## src/rtl/pulse_iface_pkg.sv

```systemverilog
// Shared definitions for the processor-to-element pulse command interface:
// default field widths, env_word field offsets and the sequencer state type.
package pulse_iface_pkg;

    localparam int DEF_ENV_ADDR_WIDTH = 10;
    localparam int DEF_AMP_WIDTH      = 16;
    localparam int DEF_FREQ_WIDTH     = 9;
    localparam int DEF_PHASE_WIDTH    = 17;
    localparam int DEF_CFG_WIDTH      = 4;

    // env_word = {2'b0, length[9:0], 2'b0, start[9:0]}
    localparam int ENV_WORD_WIDTH     = 24;
    localparam int ENV_START_LSB      = 0;
    localparam int ENV_LENGTH_LSB     = 12;

    typedef enum logic [0:0] {
        ST_IDLE = 1'b0,
        ST_PLAY = 1'b1
    } seq_state_e;

endpackage

```

## src/rtl/pulse_param_delay.sv

```systemverilog
// Fixed-depth shift pipeline that carries a word's valid/last flags and its
// pulse parameters so they line up with envelope memory read data.
// Payload registers only advance behind a valid word, so the output payload
// holds its last value while out_valid is low. Flush clears every stage.
module pulse_param_delay #(
    parameter int DEPTH = 3,
    parameter int W     = 8
) (
    input  logic         clk,
    input  logic         flush,
    input  logic         in_valid,
    input  logic         in_last,
    input  logic [W-1:0] in_data,
    output logic         out_valid,
    output logic         out_last,
    output logic [W-1:0] out_data,
    output logic         any_valid
);

    logic [DEPTH-1:0] vld_q, vld_d;
    logic [DEPTH-1:0] last_q, last_d;
    logic [W-1:0]     dat_q [DEPTH];
    logic [W-1:0]     dat_d [DEPTH];

    // Next-stage values: shift by one, or clear everything on flush.
    always_comb begin
        vld_d  = vld_q;
        last_d = last_q;
        dat_d  = dat_q;
        if (flush) begin
            vld_d  = '0;
            last_d = '0;
            for (int i = 0; i < DEPTH; i++) begin
                dat_d[i] = '0;
            end
        end else begin
            vld_d[0]  = in_valid;
            last_d[0] = in_valid & in_last;
            if (in_valid) begin
                dat_d[0] = in_data;
            end
            for (int i = 1; i < DEPTH; i++) begin
                vld_d[i]  = vld_q[i-1];
                last_d[i] = last_q[i-1];
                if (vld_q[i-1]) begin
                    dat_d[i] = dat_q[i-1];
                end
            end
        end
    end

    // Stage registers.
    always_ff @(posedge clk) begin
        vld_q  <= vld_d;
        last_q <= last_d;
        dat_q  <= dat_d;
    end

    assign out_valid = vld_q[DEPTH-1];
    assign out_last  = last_q[DEPTH-1];
    assign out_data  = dat_q[DEPTH-1];
    assign any_valid = |vld_q;

endmodule

```

## src/rtl/pulse_env_sequencer.sv

```systemverilog
// Receiving end of the pulse command interface. Each accepted command walks
// envelope addresses from start for length words; per-word parameters are
// delayed to meet the envelope read data. One command can wait in a pending
// slot so consecutive pulses play without a gap.
module pulse_env_sequencer
    import pulse_iface_pkg::*;
#(
    parameter int ENV_ADDR_WIDTH   = DEF_ENV_ADDR_WIDTH,
    parameter int ENV_READ_LATENCY = 3,
    parameter int AMP_WIDTH        = DEF_AMP_WIDTH,
    parameter int FREQ_WIDTH       = DEF_FREQ_WIDTH,
    parameter int PHASE_WIDTH      = DEF_PHASE_WIDTH,
    parameter int CFG_WIDTH        = DEF_CFG_WIDTH
) (
    input  logic                      clk,
    input  logic                      reset,
    input  logic                      elem_reset,
    input  logic                      cstrobe,
    input  logic [CFG_WIDTH-1:0]      cfg,
    input  logic [AMP_WIDTH-1:0]      amp,
    input  logic [FREQ_WIDTH-1:0]     freq,
    input  logic [PHASE_WIDTH-1:0]    phase,
    input  logic [ENV_WORD_WIDTH-1:0] env_word,
    output logic [ENV_ADDR_WIDTH-1:0] env_addr,
    output logic                      env_addr_valid,
    output logic                      out_valid,
    output logic [CFG_WIDTH-1:0]      out_cfg,
    output logic [AMP_WIDTH-1:0]      out_amp,
    output logic [FREQ_WIDTH-1:0]     out_freq,
    output logic [PHASE_WIDTH-1:0]    out_phase,
    output logic                      out_last,
    output logic                      busy,
    output logic                      overrun
);

    localparam int AW = ENV_ADDR_WIDTH;
    localparam int PW = CFG_WIDTH + AMP_WIDTH + FREQ_WIDTH + PHASE_WIDTH;

    seq_state_e             state_q, state_d;
    logic [AW-1:0]          addr_q, addr_d;
    logic [AW-1:0]          rem_q, rem_d;
    logic [CFG_WIDTH-1:0]   act_cfg_q, act_cfg_d;
    logic [AMP_WIDTH-1:0]   act_amp_q, act_amp_d;
    logic [FREQ_WIDTH-1:0]  act_freq_q, act_freq_d;
    logic [PHASE_WIDTH-1:0] act_phase_q, act_phase_d;
    logic                   pend_vld_q, pend_vld_d;
    logic [AW-1:0]          pend_start_q, pend_start_d;
    logic [AW-1:0]          pend_len_q, pend_len_d;
    logic [CFG_WIDTH-1:0]   pend_cfg_q, pend_cfg_d;
    logic [AMP_WIDTH-1:0]   pend_amp_q, pend_amp_d;
    logic [FREQ_WIDTH-1:0]  pend_freq_q, pend_freq_d;
    logic [PHASE_WIDTH-1:0] pend_phase_q, pend_phase_d;
    logic                   overrun_q, overrun_d;

    logic                   abort;
    logic [AW-1:0]          cmd_start;
    logic [AW-1:0]          cmd_len;
    logic                   cmd_ok;
    logic                   playing;
    logic                   word_last;
    logic                   dly_any_valid;
    logic [PW-1:0]          dly_out_data;

    assign abort     = reset | elem_reset;
    assign cmd_start = env_word[ENV_START_LSB +: AW];
    assign cmd_len   = env_word[ENV_LENGTH_LSB +: AW];
    // A zero-length command carries no words, so it is treated as no command.
    assign cmd_ok    = cstrobe & (cmd_len != '0);
    assign playing   = (state_q == ST_PLAY);
    assign word_last = playing & (rem_q == AW'(1));

    // Command acceptance, address walk, pending slot and overrun tracking.
    always_comb begin
        state_d      = state_q;
        addr_d       = addr_q;
        rem_d        = rem_q;
        act_cfg_d    = act_cfg_q;
        act_amp_d    = act_amp_q;
        act_freq_d   = act_freq_q;
        act_phase_d  = act_phase_q;
        pend_vld_d   = pend_vld_q;
        pend_start_d = pend_start_q;
        pend_len_d   = pend_len_q;
        pend_cfg_d   = pend_cfg_q;
        pend_amp_d   = pend_amp_q;
        pend_freq_d  = pend_freq_q;
        pend_phase_d = pend_phase_q;
        overrun_d    = overrun_q;

        if (abort) begin
            // Abort wins over any command in the same cycle.
            state_d      = ST_IDLE;
            addr_d       = '0;
            rem_d        = '0;
            act_cfg_d    = '0;
            act_amp_d    = '0;
            act_freq_d   = '0;
            act_phase_d  = '0;
            pend_vld_d   = 1'b0;
            pend_start_d = '0;
            pend_len_d   = '0;
            pend_cfg_d   = '0;
            pend_amp_d   = '0;
            pend_freq_d  = '0;
            pend_phase_d = '0;
            overrun_d    = 1'b0;
        end else begin
            case (state_q)
                ST_IDLE: begin
                    if (cmd_ok) begin
                        state_d     = ST_PLAY;
                        addr_d      = cmd_start;
                        rem_d       = cmd_len;
                        act_cfg_d   = cfg;
                        act_amp_d   = amp;
                        act_freq_d  = freq;
                        act_phase_d = phase;
                    end
                end
                ST_PLAY: begin
                    addr_d = addr_q + AW'(1);
                    rem_d  = rem_q - AW'(1);
                    if (word_last) begin
                        if (pend_vld_q) begin
                            // Pending pulse follows with no idle cycle; a
                            // command arriving now still finds the slot full.
                            addr_d      = pend_start_q;
                            rem_d       = pend_len_q;
                            act_cfg_d   = pend_cfg_q;
                            act_amp_d   = pend_amp_q;
                            act_freq_d  = pend_freq_q;
                            act_phase_d = pend_phase_q;
                            pend_vld_d  = 1'b0;
                            if (cmd_ok) begin
                                overrun_d = 1'b1;
                            end
                        end else if (cmd_ok) begin
                            // Command on the last word goes straight to active.
                            addr_d      = cmd_start;
                            rem_d       = cmd_len;
                            act_cfg_d   = cfg;
                            act_amp_d   = amp;
                            act_freq_d  = freq;
                            act_phase_d = phase;
                        end else begin
                            state_d = ST_IDLE;
                        end
                    end else if (cmd_ok) begin
                        if (pend_vld_q) begin
                            overrun_d = 1'b1;
                        end else begin
                            pend_vld_d   = 1'b1;
                            pend_start_d = cmd_start;
                            pend_len_d   = cmd_len;
                            pend_cfg_d   = cfg;
                            pend_amp_d   = amp;
                            pend_freq_d  = freq;
                            pend_phase_d = phase;
                        end
                    end
                end
                default: state_d = ST_IDLE;
            endcase
        end
    end

    // Sequencer state registers; reset is folded into the next-state logic.
    always_ff @(posedge clk) begin
        state_q      <= state_d;
        addr_q       <= addr_d;
        rem_q        <= rem_d;
        act_cfg_q    <= act_cfg_d;
        act_amp_q    <= act_amp_d;
        act_freq_q   <= act_freq_d;
        act_phase_q  <= act_phase_d;
        pend_vld_q   <= pend_vld_d;
        pend_start_q <= pend_start_d;
        pend_len_q   <= pend_len_d;
        pend_cfg_q   <= pend_cfg_d;
        pend_amp_q   <= pend_amp_d;
        pend_freq_q  <= pend_freq_d;
        pend_phase_q <= pend_phase_d;
        overrun_q    <= overrun_d;
    end

    assign env_addr_valid = playing;
    assign env_addr       = playing ? addr_q : '0;

    pulse_param_delay #(
        .DEPTH (ENV_READ_LATENCY),
        .W     (PW)
    ) u_delay (
        .clk       (clk),
        .flush     (abort),
        .in_valid  (playing),
        .in_last   (word_last),
        .in_data   ({act_cfg_q, act_amp_q, act_freq_q, act_phase_q}),
        .out_valid (out_valid),
        .out_last  (out_last),
        .out_data  (dly_out_data),
        .any_valid (dly_any_valid)
    );

    assign {out_cfg, out_amp, out_freq, out_phase} = dly_out_data;
    assign busy    = playing | dly_any_valid;
    assign overrun = overrun_q;

endmodule

```

## config.mk

```make
export PLATFORM = sky130hd
export DESIGN_NAME = pulse_env_sequencer
export DESIGN_NICKNAME = d
export VERILOG_FILES = /design/src/rtl/pulse_iface_pkg.sv /design/src/rtl/pulse_param_delay.sv /design/src/rtl/pulse_env_sequencer.sv
export SDC_FILE = /design/constraint.sdc
export NUM_CORES = 1
export LEC_CHECK = 0
export BUFFER_PORTS_ARGS = -buffer_cell sky130_fd_sc_hd__buf_4
export CAP_MARGIN = 20
export CORE_MARGIN = 2
export CORE_UTILIZATION = 45
export DETAILED_ROUTE_END_ITERATION = 8
export PLACE_DENSITY = 0.67
export SLEW_MARGIN = 20
export SYNTH_ARGS = -nofsm -noshare
export SYNTH_HDL_FRONTEND = slang
export SYNTH_SLANG_ARGS = --single-unit
```

## constraint.sdc

```tcl
create_clock -name clk -period 1.75 [get_ports clk]
set_input_delay 0.35 -clock clk [delete_from_list [all_inputs] [get_ports clk]]
set_output_delay 0.35 -clock clk [all_outputs]
set_load 0.02 [all_outputs]
```

==> reports/results.txt, run 1 <==
post-synth cell types: 47
gr busiest metal: met2
grt met1 use: 28.61%
Post-synth top flop: dfxtp_1
Synth Cell Area: 11250 µm²
violated checks: negative setup slack
crit-path leading delay family: simple AND/OR/NAND/NOR gates
LEAKAGE: 5.970 nW
unrepaired setup endpoints after global routing: true
met3 Usage GRT: 3.703%
Max-Cap Viols: 0
dpl hpwl: 17370 µm
Nets: 1513
antenna viol nets, final: 0
Critical-path top delay cell: or4_4
H-tree depth: 1
critical path class: reg -> out
CTS Buffer Depth: 3
synth warn: 0
Critical Path Most Common Cell: buf_6
#FFs+latches synth: 279
total number of vias: 9633
most common cell after layout, fill and taps aside: dfxtp_1
Bufs and invs on worst path: 2
pwr/cell area: 889.7 nW/µm²
fraction of registers with async set/reset: 0%
setup TNS: -15.87 ns
Final Hold Violating Endpoints: 0
syn_area_per_cell: 8.806 µm²
area grow syn2layout: 39.60%
Setup crit end kind: output pin
Routed WL: 32440 µm
WP data required: 1.40 ns
post-route minimum period: 2.005 ns
# diodes: 0
maximum operating frequency: 498.8 MHz
number of global-route vias before repair: 8838
Hold Path Stages: 3
max incr delay on CP: 0.50 ns
setup slack after layout: -0.2548 ns
largest net degree at the start of global routing: 85
Tcrit/Tclk final: 114.6%
Hold Path Class: in -> reg
synth top area cells: dfxtp_1 (50%), mux2i_1 (12%), nand2_1 (6.5%), nor2_1 (6.3%), a21oi_1 (3.8%)
Post-Syn Instances: 1277
Slew @ Worst Pin: 0.5494 ns
Post-synth EDFFs: 0
Slew Viols, Final: 0
insertion delay to the later sink of the worst-skew pair: 0.54 ns
All-Layer GR Usage: 21.69%
Pwr Total: 0.01397 W
I/O pin total: 135
post-synth top area cell: dfxtp_1
FF-to-FF path depth: 11
GR Overflow Total: 0
crit path max fanout: 2
Die X-Extent: 162.1 µm
Yosys top cell area share: 49.67%
first-pass GRT wire length: 46200 µm
initial antenna violation count: 0
Critical Path AT: 1.65 ns
Final GP Congestion: 0.8960
Worst setup SP type: register
most frequent cells in the layout: dfxtp_1 (273), buf_4 (186), nor2_1 (185), mux2i_1 (139), nand2_1 (128)
setup violators final: 143
share of cells above drive strength 1: 36.21%
slew margin rel.: 63.37%
Die Ht: 162.1 µm
1st-pass router iterations: 5
CTS tree: done
clk root buf: clkbuf_16
initial DRC count: 586
DIE AREA: 26270 µm²
DR WL/cell: 18.20 µm
port bufs: 130
GR Util met2: 36.62%
Max VDD drop: 0.0007838 V
status: complete, but fails checks
vias per cell: 5.406
Cell Rows: 57
Initial Utilization: 45.97%
CTS sink cnt: 279
register area share after synthesis: 49.67%
synthesized net count: 1354
WP depth: 3
CTS Buf Count: 29
Critical Path, Cell by Cell: buf_6, or4_4, buf_6
Core Area: 24460 µm²
DR DRC count: 0
Worst-path clk slew: 0.07 ns
clock skew: 0.01469 ns
==> metal layers <==
metal / up-vias / share of wire (%) / wire [µm]
li1: 4645 / - / -
met1: 4606 / 42 / 13660
met2: 311 / 49 / 15970
met3: 71 / 6.1 / 1982
met4: 0 / 2.6 / 830
met5: - / 0 / 0
==> sequential cells by signal, indices dropped and copies added, names as in the netlist <==
register	cells
pend_freq_q	9
pend_cfg_q	4
pend_phase_q	17
pend_start_q	10
act_amp_q	16
u_delay.dat_q	92
act_freq_q	9
u_delay.vld_q	3
u_delay.last_q	3
act_phase_q	17
pend_amp_q	16
pend_len_q	10
u_delay.out_data	46
act_cfg_q	4
env_addr_valid	1
pend_vld_q	1
overrun	1
addr_q	10
rem_q	10
==> worst paths after layout <==
kind,startpoint,endpoint,slack [ns]
worst max-delay path,env_addr_valid$_SDFF_PP0_,busy,-0.25
worst min-delay path,phase[1],pend_phase_q[1]$_SDFFE_PP0P_,0.07
worst max register to register,env_addr_valid$_SDFF_PP0_,pend_phase_q[15]$_SDFFE_PP0P_,-0.20
worst min register to register,u_delay.last_q[0]$_SDFF_PP0_,u_delay.last_q[1]$_SDFF_PP0_,0.45
==> report_power, final <==
group	internal [W]	total, W	switching (W)
Sequential	0.00643	0.00649	0.0000609
Combinational	0.000705	0.00156	0.000857
Clock	0.00347	0.00591	0.00244
==> Yosys cell counts, types with 3 or more instances <==
cell      number
o22ai_1        5
nand2_1      196
nor2_1       189
nor3_1        28
a211oi_1       5
buf_2         26
mux2i_1      139
buf_4         49
dfxtp_1      279
nor2b_1        3
o21ai_1       57
ha_1           3
inv_1          5
o21ai_0       26
clkbuf_1      45
a22oi_1       55
nor3b_1        3
o22ai_2        5
buf_1         14
nor4_4         3
nand3_1        7
a31oi_1        6
and2_1        15
a21oi_1       85
a31o_2         3
==> through the flow <==
| stage | hold WS (ns) | std cells | utilization (%) | setup slack [ns] | area (µm²) |
|---|---|---|---|---|---|
| after floorplan | 0.4057 | 1277 | - | 0.02691 | 11250 |
| after global placement | 0.4347 | 1676 | 51.84 | -0.3909 | 12680 |
| after detailed placement | 0.4105 | 1676 | 51.84 | -0.5055 | 12680 |
| after CTS | 0.05570 | 1761 | 58.65 | -0.2691 | 14350 |
| after global routing | 0.06344 | 1782 | 64.18 | -0.2836 | 15700 |
| final | 0.07388 | 1782 | 64.18 | -0.2548 | 15700 |
==> layout make-up <==
class                   instances  area, µm²
well taps                     324      405.4
repair buffers                260       2681
clock buffers                  47      893.4
clock inverters                 6      36.28
multi-input cells             861       6056
fillers                      1895       8763
flip-flops and latches        279       5603
inverters                       5      23.77
==> worst reg2reg max path, stage by stage, from the launching register on <==
cell and delay [ns]:
dfxtp_4 0.36, buf_4 0.11, buf_8 0.13, buf_6 0.12, inv_6 0.03, a31oi_4 0.21, buf_6 0.17, and2_4 0.20
buf_12 0.16, clkbuf_16 0.19, nand2_2 0.05, a21oi_1 0.13
==> cell families after synthesis <==
family	Yosys count	synth area share, %
muxes	139	12.37
AOI/OAI and AO/OA	258	13.91
and+or+nand+nor	455	16.82
DFF	279	49.67
buffers and inverters	140	6.664
adders and majority gates	3	0.3338
xor gates and xnor gates	3	0.2337
==> repair_timing <==
action	4_1_cts	5_1_grt
gates cloned	10	12
pin swaps	12	93
hold buffers	0	0
setup endpoints to repair	128	145
setup buffers	22	20
gates resized for setup	82	280
Note: power is estimated with default switching activity, not from simulation.
==> run 2: changes to the inputs <==
--- a/config.mk
+++ b/config.mk
@@ -10,7 +10,6 @@
 export CORE_MARGIN = 2
 export CORE_UTILIZATION = 45
 export DETAILED_ROUTE_END_ITERATION = 8
-export PLACE_DENSITY = 0.67
 export SLEW_MARGIN = 20
 export SYNTH_ARGS = -nofsm -noshare
 export SYNTH_HDL_FRONTEND = slang
==> constraint.sdc (replaced) <==
create_clock -name clk -period 2.6 [get_ports clk]
set_input_delay 0.52 -clock clk [delete_from_list [all_inputs] [get_ports clk]]
set_output_delay 0.52 -clock clk [all_outputs]
set_load 0.02 [all_outputs]
==> run 2 against run 1 <==
Compared with the run above:
- largest power group unchanged
- die area stayed put
- global-route usage is 1.8 points lower
- critical path type unchanged
- combinational power is 61% lower
- the flow now finishes without violations
- via count is 9.7% lower
- register-to-register slack better by 0.52 ns
==> reports/results.txt, run 2 (synthesis gave the netlist of run 1 again) <==
status: completed
setup slack after layout: 0.1642 ns (+0.4191 ns)
port bufs: 130 (unchanged)
post-route minimum period: 2.436 ns
Worst-path clk slew: 0.06 ns (about the same)
CTS Buf Count: 29 (unchanged)
LEAKAGE: 4.707 nW (-21%)
Nets: 1415 (-6.5%)
share of cells above drive strength 1: 17.30% (-19 points)
Final Hold Violating Endpoints: 0 (unchanged)
Core Area: 24460 µm² (unchanged)
antenna viol nets, final: 0 (unchanged)
most common cell after layout, fill and taps aside: dfxtp_1
H-tree depth: 1 (unchanged)
Max VDD drop: 0.0004670 V (-40%)
DR WL/cell: 15.71 µm (-14%)
Routed WL: 26430 µm (-19%)
Final GP Congestion: 0.8098 (-9.6%)
critical path class: reg -> out
Largest register FFs: 92 (unchanged)
Hold Path Class: in -> reg
Setup crit end kind: output pin
largest net degree at the start of global routing: 91 (+7.1%)
maximum operating frequency: 410.5 MHz
Worst setup SP type: register
number of global-route vias before repair: 8327 (-5.8%)
WP data required: 2.08 ns (+0.68 ns)
CTS Hold Buffers Added: 0 (unchanged)
DR DRC count: 0 (unchanged)
Top reg by flops: u_delay.dat_q
Slew Viols, Final: 0 (unchanged)
CTS tree: done
slew margin rel.: 58.77% (-4.6 points)
Tcrit/Tclk final: 93.68%
initial DRC count: 629 (+7.3%)
I/O pin total: 135 (unchanged)
# diodes: 0 (unchanged)
pwr/cell area: 693.7 nW/µm² (-22%)
initial antenna violation count: 0 (unchanged)
setup bufs post-CTS: 0 (-100%)
total number of vias: 8695 (-9.7%)
setup TNS: 0 ns (+15.87 ns)
Placement Setup Slack: 0.2338 ns (+0.7393 ns)
Die Ht: 162.1 µm (unchanged)
dpl hpwl: 16820 µm (-3.2%)
Cell Rows: 57 (unchanged)
clock skew: 0.01749 ns (+0.002794 ns)
DIE AREA: 26270 µm² (unchanged)
clk root buf: clkbuf_16
GR Overflow Total: 0 (unchanged)
vias per cell: 5.169 (-4.4%)
Critical Path AT: 1.92 ns (+0.27 ns)
Post-CTS Resized: 0 (-100%)
first-pass GRT wire length: 43150 µm (-6.6%)
CTS sink cnt: 279 (unchanged)
setup violators final: 0 (-100%)
Initial Utilization: 45.97% (unchanged)
most frequent cells in the layout: dfxtp_1 (276), nand2_1 (194), nor2_1 (188), buf_4 (158), mux2i_1 (139)
crit path max fanout: 33 (+31)
unrepaired setup endpoints after global routing: false
Max-Cap Viols: 0 (unchanged)
Slew @ Worst Pin: 0.6185 ns (+0.06905 ns)
area grow syn2layout: 17.92%
Die X-Extent: 162.1 µm (unchanged)
1st-pass router iterations: 5 (unchanged)
CTS Buffer Depth: 3 (unchanged)
insertion delay to the later sink of the worst-skew pair: 0.55 ns (about the same)
All-Layer GR Usage: 19.92% (-1.8 points)
==> run 2: changes by cell type in the layout (fill, tap and decap cells not counted), moves of 16 or more <==
cell | previous run | this run
buf_4 | 186 | 158
o21ai_2 | 24 | 0
nand2_4 | 56 | 0
nand2_1 | 128 | 194
buf_6 | 27 | 0
a21oi_1 | 16 | 85
buf_12 | 23 | 7
a21oi_2 | 68 | 1
o21ai_0 | 10 | 26
==> run 2: final timing paths <==
| kind | start | to | slack [ns] | cells past startpoint |
|---|---|---|---|---|
| max | env_addr_valid$_SDFF_PP0_ | env_addr[2] | 0.16 | 4 |
| min | cfg[2] | pend_cfg_q[2]$_SDFFE_PP0P_ | 0.23 | 3 |
| max reg2reg | rem_q[3]$_SDFFE_PP0P_ | addr_q[2]$_SDFFE_PP0P_ | 0.32 | 6 |
| min reg2reg | u_delay.last_q[0]$_SDFF_PP0_ | u_delay.last_q[1]$_SDFF_PP0_ | 0.44 | 1 |
==> run 2: per-layer routing <==
layer / vias to the layer above / global-route usage [%] / routed length (µm) / part of all wire (%)
li1: 4422 / - / - / -
met1: 4054 / 26.71 / 12120 / 46
met2: 183 / 33.75 / 12500 / 47
met3: 36 / 3.498 / 1376 / 5.2
met4: 0 / 4.264 / 431 / 1.6
met5: - / 0 / 0 / 0
==> run 2: per-stage QoR <==
| step | cell area, µm² | std cells | hold WS (ns) | total power (W) | utilization [%] |
|---|---|---|---|---|---|
| 3_3_place_gp | 12280 | 1631 | 0.4113 | 0.005085 | 50.20 |
| 4_1_cts | 13260 | 1682 | 0.1995 | 0.009308 | 54.21 |
| 5_1_grt | 13260 | 1682 | 0.2008 | 0.009556 | 54.21 |
| 3_5_place_dp | 12280 | 1631 | 0.4202 | 0.005092 | 50.20 |
| 6_report | 13260 | 1682 | 0.2256 | 0.009200 | 54.21 |
| 2_1_floorplan | 11250 | 1277 | 0.4057 | 0.004826 | - |
==> run 2: final cells by class <==
| cell class | instances | area, µm² |
|---|---|---|
| fill | 2265 | 11200 |
| sequential | 279 | 5597 |
| multi-input combinational | 858 | 4933 |
| timing repair buffer | 165 | 1326 |
| clock buffer | 42 | 844.6 |
| tap | 324 | 405.4 |
| clock inverter | 9 | 136.4 |
| inverter | 5 | 18.77 |
==> run 2: critical path, cell delays in order, from the launching register on <==
cell,delay [ns]
dfxtp_4,0.61
inv_1,0.25
buf_4,0.23
nor2_1,0.12
buf_4,0.15
==> run 2: power breakdown <==
part           internal (W)  leakage [nW]  switching, W
clock               0.00255         0.487       0.00166
combinational      0.000252          1.96      0.000362
sequential          0.00433          2.26     0.0000548
total               0.00713          4.71       0.00207
==> run 3: changes to the inputs <==
--- a/config.mk
+++ b/config.mk
@@ -7,9 +7,9 @@
 export LEC_CHECK = 0
 export BUFFER_PORTS_ARGS = -buffer_cell sky130_fd_sc_hd__buf_4
 export CAP_MARGIN = 20
-export CORE_MARGIN = 2
-export CORE_UTILIZATION = 45
+export CORE_UTILIZATION = 55
 export DETAILED_ROUTE_END_ITERATION = 8
+export PLACE_DENSITY = 0.76
 export SLEW_MARGIN = 20
 export SYNTH_ARGS = -nofsm -noshare
 export SYNTH_HDL_FRONTEND = slang
==> run 3 against run 2 <==
Compared with the run above:
- die area decreased by 20%
- routed wire length shrank 3.4%
- maximum frequency grew 4.0%
- critical endpoint is now busy
- largest power group unchanged
- core utilization rose by 12 points
==> reports/results.txt, run 3 (synthesis gave the netlist of run 1 again) <==
Int Pwr: 0.007162 W (+0.48%)
maximum operating frequency: 426.9 MHz (+4.0%)
number of global-route vias before repair: 8733 (+4.9%)
Flop pwr share: 47.8% (+0.2 points)
Cell Rows: 51 (-11%)
Post-CTS Resized: 0 (unchanged)
first-pass GRT wire length: 42900 µm (-0.59%)
LEAKAGE: 4.690 nW (-0.35%)
area grow syn2layout: 16.87%
Worst setup SP type: register
Final Hold Violating Endpoints: 0 (unchanged)
crit path max fanout: 30 (-9.1%)
CTS Hold Buffers Added: 0 (unchanged)
clk root buf: clkbuf_16
Placement Setup Slack: 0.3104 ns (+0.07657 ns)
post-layout util: 66.44% (+12 points)
dpl hpwl: 16230 µm (-3.5%)
share of cells above drive strength 1: 17.17% (-0.13 points)
Worst-path clk slew: 0.06 ns (about the same)
port bufs: 130 (unchanged)
Critical Path AT: 1.82 ns (-0.10 ns)
WP data required: 2.08 ns (about the same)
setup bufs post-CTS: 0 (unchanged)
status: completed
unrepaired setup endpoints after global routing: false
Initial Utilization: 56.85% (+11 points)
GR Overflow Total: 0 (unchanged)
# diodes: 0 (unchanged)
initial DRC count: 617 (-1.9%)
CTS sink cnt: 279 (unchanged)
filler cell count: 1609 (-29%)
insertion delay to the later sink of the worst-skew pair: 0.53 ns (-0.02 ns)
Setup crit end kind: output pin
Tcrit/Tclk final: 90.10% (-3.6 points)
Top reg by flops: u_delay.dat_q
All-Layer GR Usage: 24.38% (+4.5 points)
vias per cell: 5.493 (+6.3%)
Die X-Extent: 145.0 µm (-11%)
critical path class: reg -> out
Max VDD drop: 0.0003864 V (-17%)
Core Area: 19780 µm² (-19%)
antenna viol nets, final: 0 (unchanged)
setup slack after layout: 0.2573 ns (+0.09305 ns)
Die Ht: 145.0 µm (-11%)
Routed WL: 25540 µm (-3.4%)
FF-to-FF path depth: 6 (unchanged)
CTS Buffer Depth: 3 (unchanged)
most common cell after layout, fill and taps aside: dfxtp_1
Slew Viols, Final: 0 (unchanged)
Switching Fraction: 21.86% (-0.66 points)
Nets: 1413 (-0.14%)
setup TNS: 0 ns (unchanged)
Max-Cap Viols: 0 (unchanged)
setup violators final: 0 (unchanged)
clock skew: 0.007023 ns (-0.01046 ns)
Hold Path Stages: 3 (unchanged)
CTS tree: done
DIE AREA: 21020 µm² (-20%)
post-route minimum period: 2.343 ns (-0.09305 ns)
Largest register FFs: 92 (unchanged)
Sw Pwr: 0.002003 W (-3.3%)
Slew @ Worst Pin: 0.8798 ns (+0.2613 ns)
total number of vias: 8909 (+2.5%)
Clock power frac: 45.6% (about the same)
DR WL/cell: 15.74 µm (+0.21%)
Final GP Congestion: 0.8425 (+4.0%)
largest net degree at the start of global routing: 81 (-11%)
slew margin rel.: 41.35% (-17 points)
pwr/cell area: 697.3 nW/µm² (+0.52%)
CTS Buf Count: 28 (-3.4%)
1st-pass router iterations: 5 (unchanged)
DR DRC count: 0 (unchanged)
most frequent cells in the layout: dfxtp_1 (276), nand2_1 (194), nor2_1 (188), buf_4 (160), mux2i_1 (139)
I/O pin total: 135 (unchanged)
H-tree depth: 1 (unchanged)
Gate power share: 6.6% (about the same)
initial antenna violation count: 0 (unchanged)
Hold Path Class: in -> reg
run 3: changes by cell type in the layout (fill, tap and decap cells not counted):
| cell | before | now |
|---|---|---|
| buf_12 | 7 | 4 |
| buf_4 | 158 | 160 |
| clkbuf_8 | 7 | 9 |
| clkbuf_1 | 6 | 7 |
| clkinv_2 | 4 | 3 |
| inv_16 | 1 | 0 |
| inv_4 | 1 | 0 |
run 3: area by class of cell:
type / instances / area (µm²) / share of cell area, %
Sequential cell: 279 / 5597 / 42.58
Tap cell: 265 / 331.6 / 2.523
Clock inverter: 6 / 105.1 / 0.7997
Inverter: 5 / 18.77 / 0.1428
Clock buffer: 45 / 875.8 / 6.664
Timing Repair Buffer: 164 / 1281 / 9.749
Multi-Input combinational cell: 858 / 4933 / 37.54
run 3: per-stage QoR:
step           std cells  total power (W)  hold slack, ns  cell area, µm²
6_report            1622         0.009165          0.2499           13140
5_1_grt             1622         0.009479          0.2416           13140
4_1_cts             1622         0.009233          0.2364           13140
3_5_place_dp        1571         0.005075          0.4156           12160
3_3_place_gp        1571         0.005062          0.4169           12160
2_1_floorplan       1277         0.004826          0.4057           11250
run 3: critical path, cell delays in order (launching register included):
cell and delay [ns]:
dfxtp_4 0.45, or4_1 0.64, buf_4 0.20
run 3: layer usage:
metal	part of all wire, %	vias up	GRT usage [%]	wire [µm]
li1	-	4426	-	-
met1	44	4204	31.93	11340
met2	48	245	41.30	12280
met3	5.9	34	3.553	1503
met4	1.6	0	7.606	414
met5	0	-	0	0
run 3: path summary, 6_finish.rpt:
kind                                                endpoint                         start  slack, ns
worst max-delay path                                    busy     env_addr_valid$_SDFF_PP0_       0.26
worst max register to register        addr_q[2]$_SDFFE_PP0P_         rem_q[3]$_SDFFE_PP0P_       0.42
worst min register to register  u_delay.last_q[1]$_SDFF_PP0_  u_delay.last_q[0]$_SDFF_PP0_       0.44
worst min-delay path              pend_amp_q[7]$_SDFFE_PP0P_                        amp[7]       0.25
run 3: power by group through the flow:
stage / Sequential [W] / Combinational, W / Clock (W)
finish: 0.00438 / 0.000609 / 0.00418
global route: 0.00438 / 0.000668 / 0.00443
CTS: 0.00438 / 0.000607 / 0.00425
detailed placement: 0.00447 / 0.000604 / 0
global placement: 0.00447 / 0.000594 / 0
floorplan: 0.00446 / 0.000370 / 0
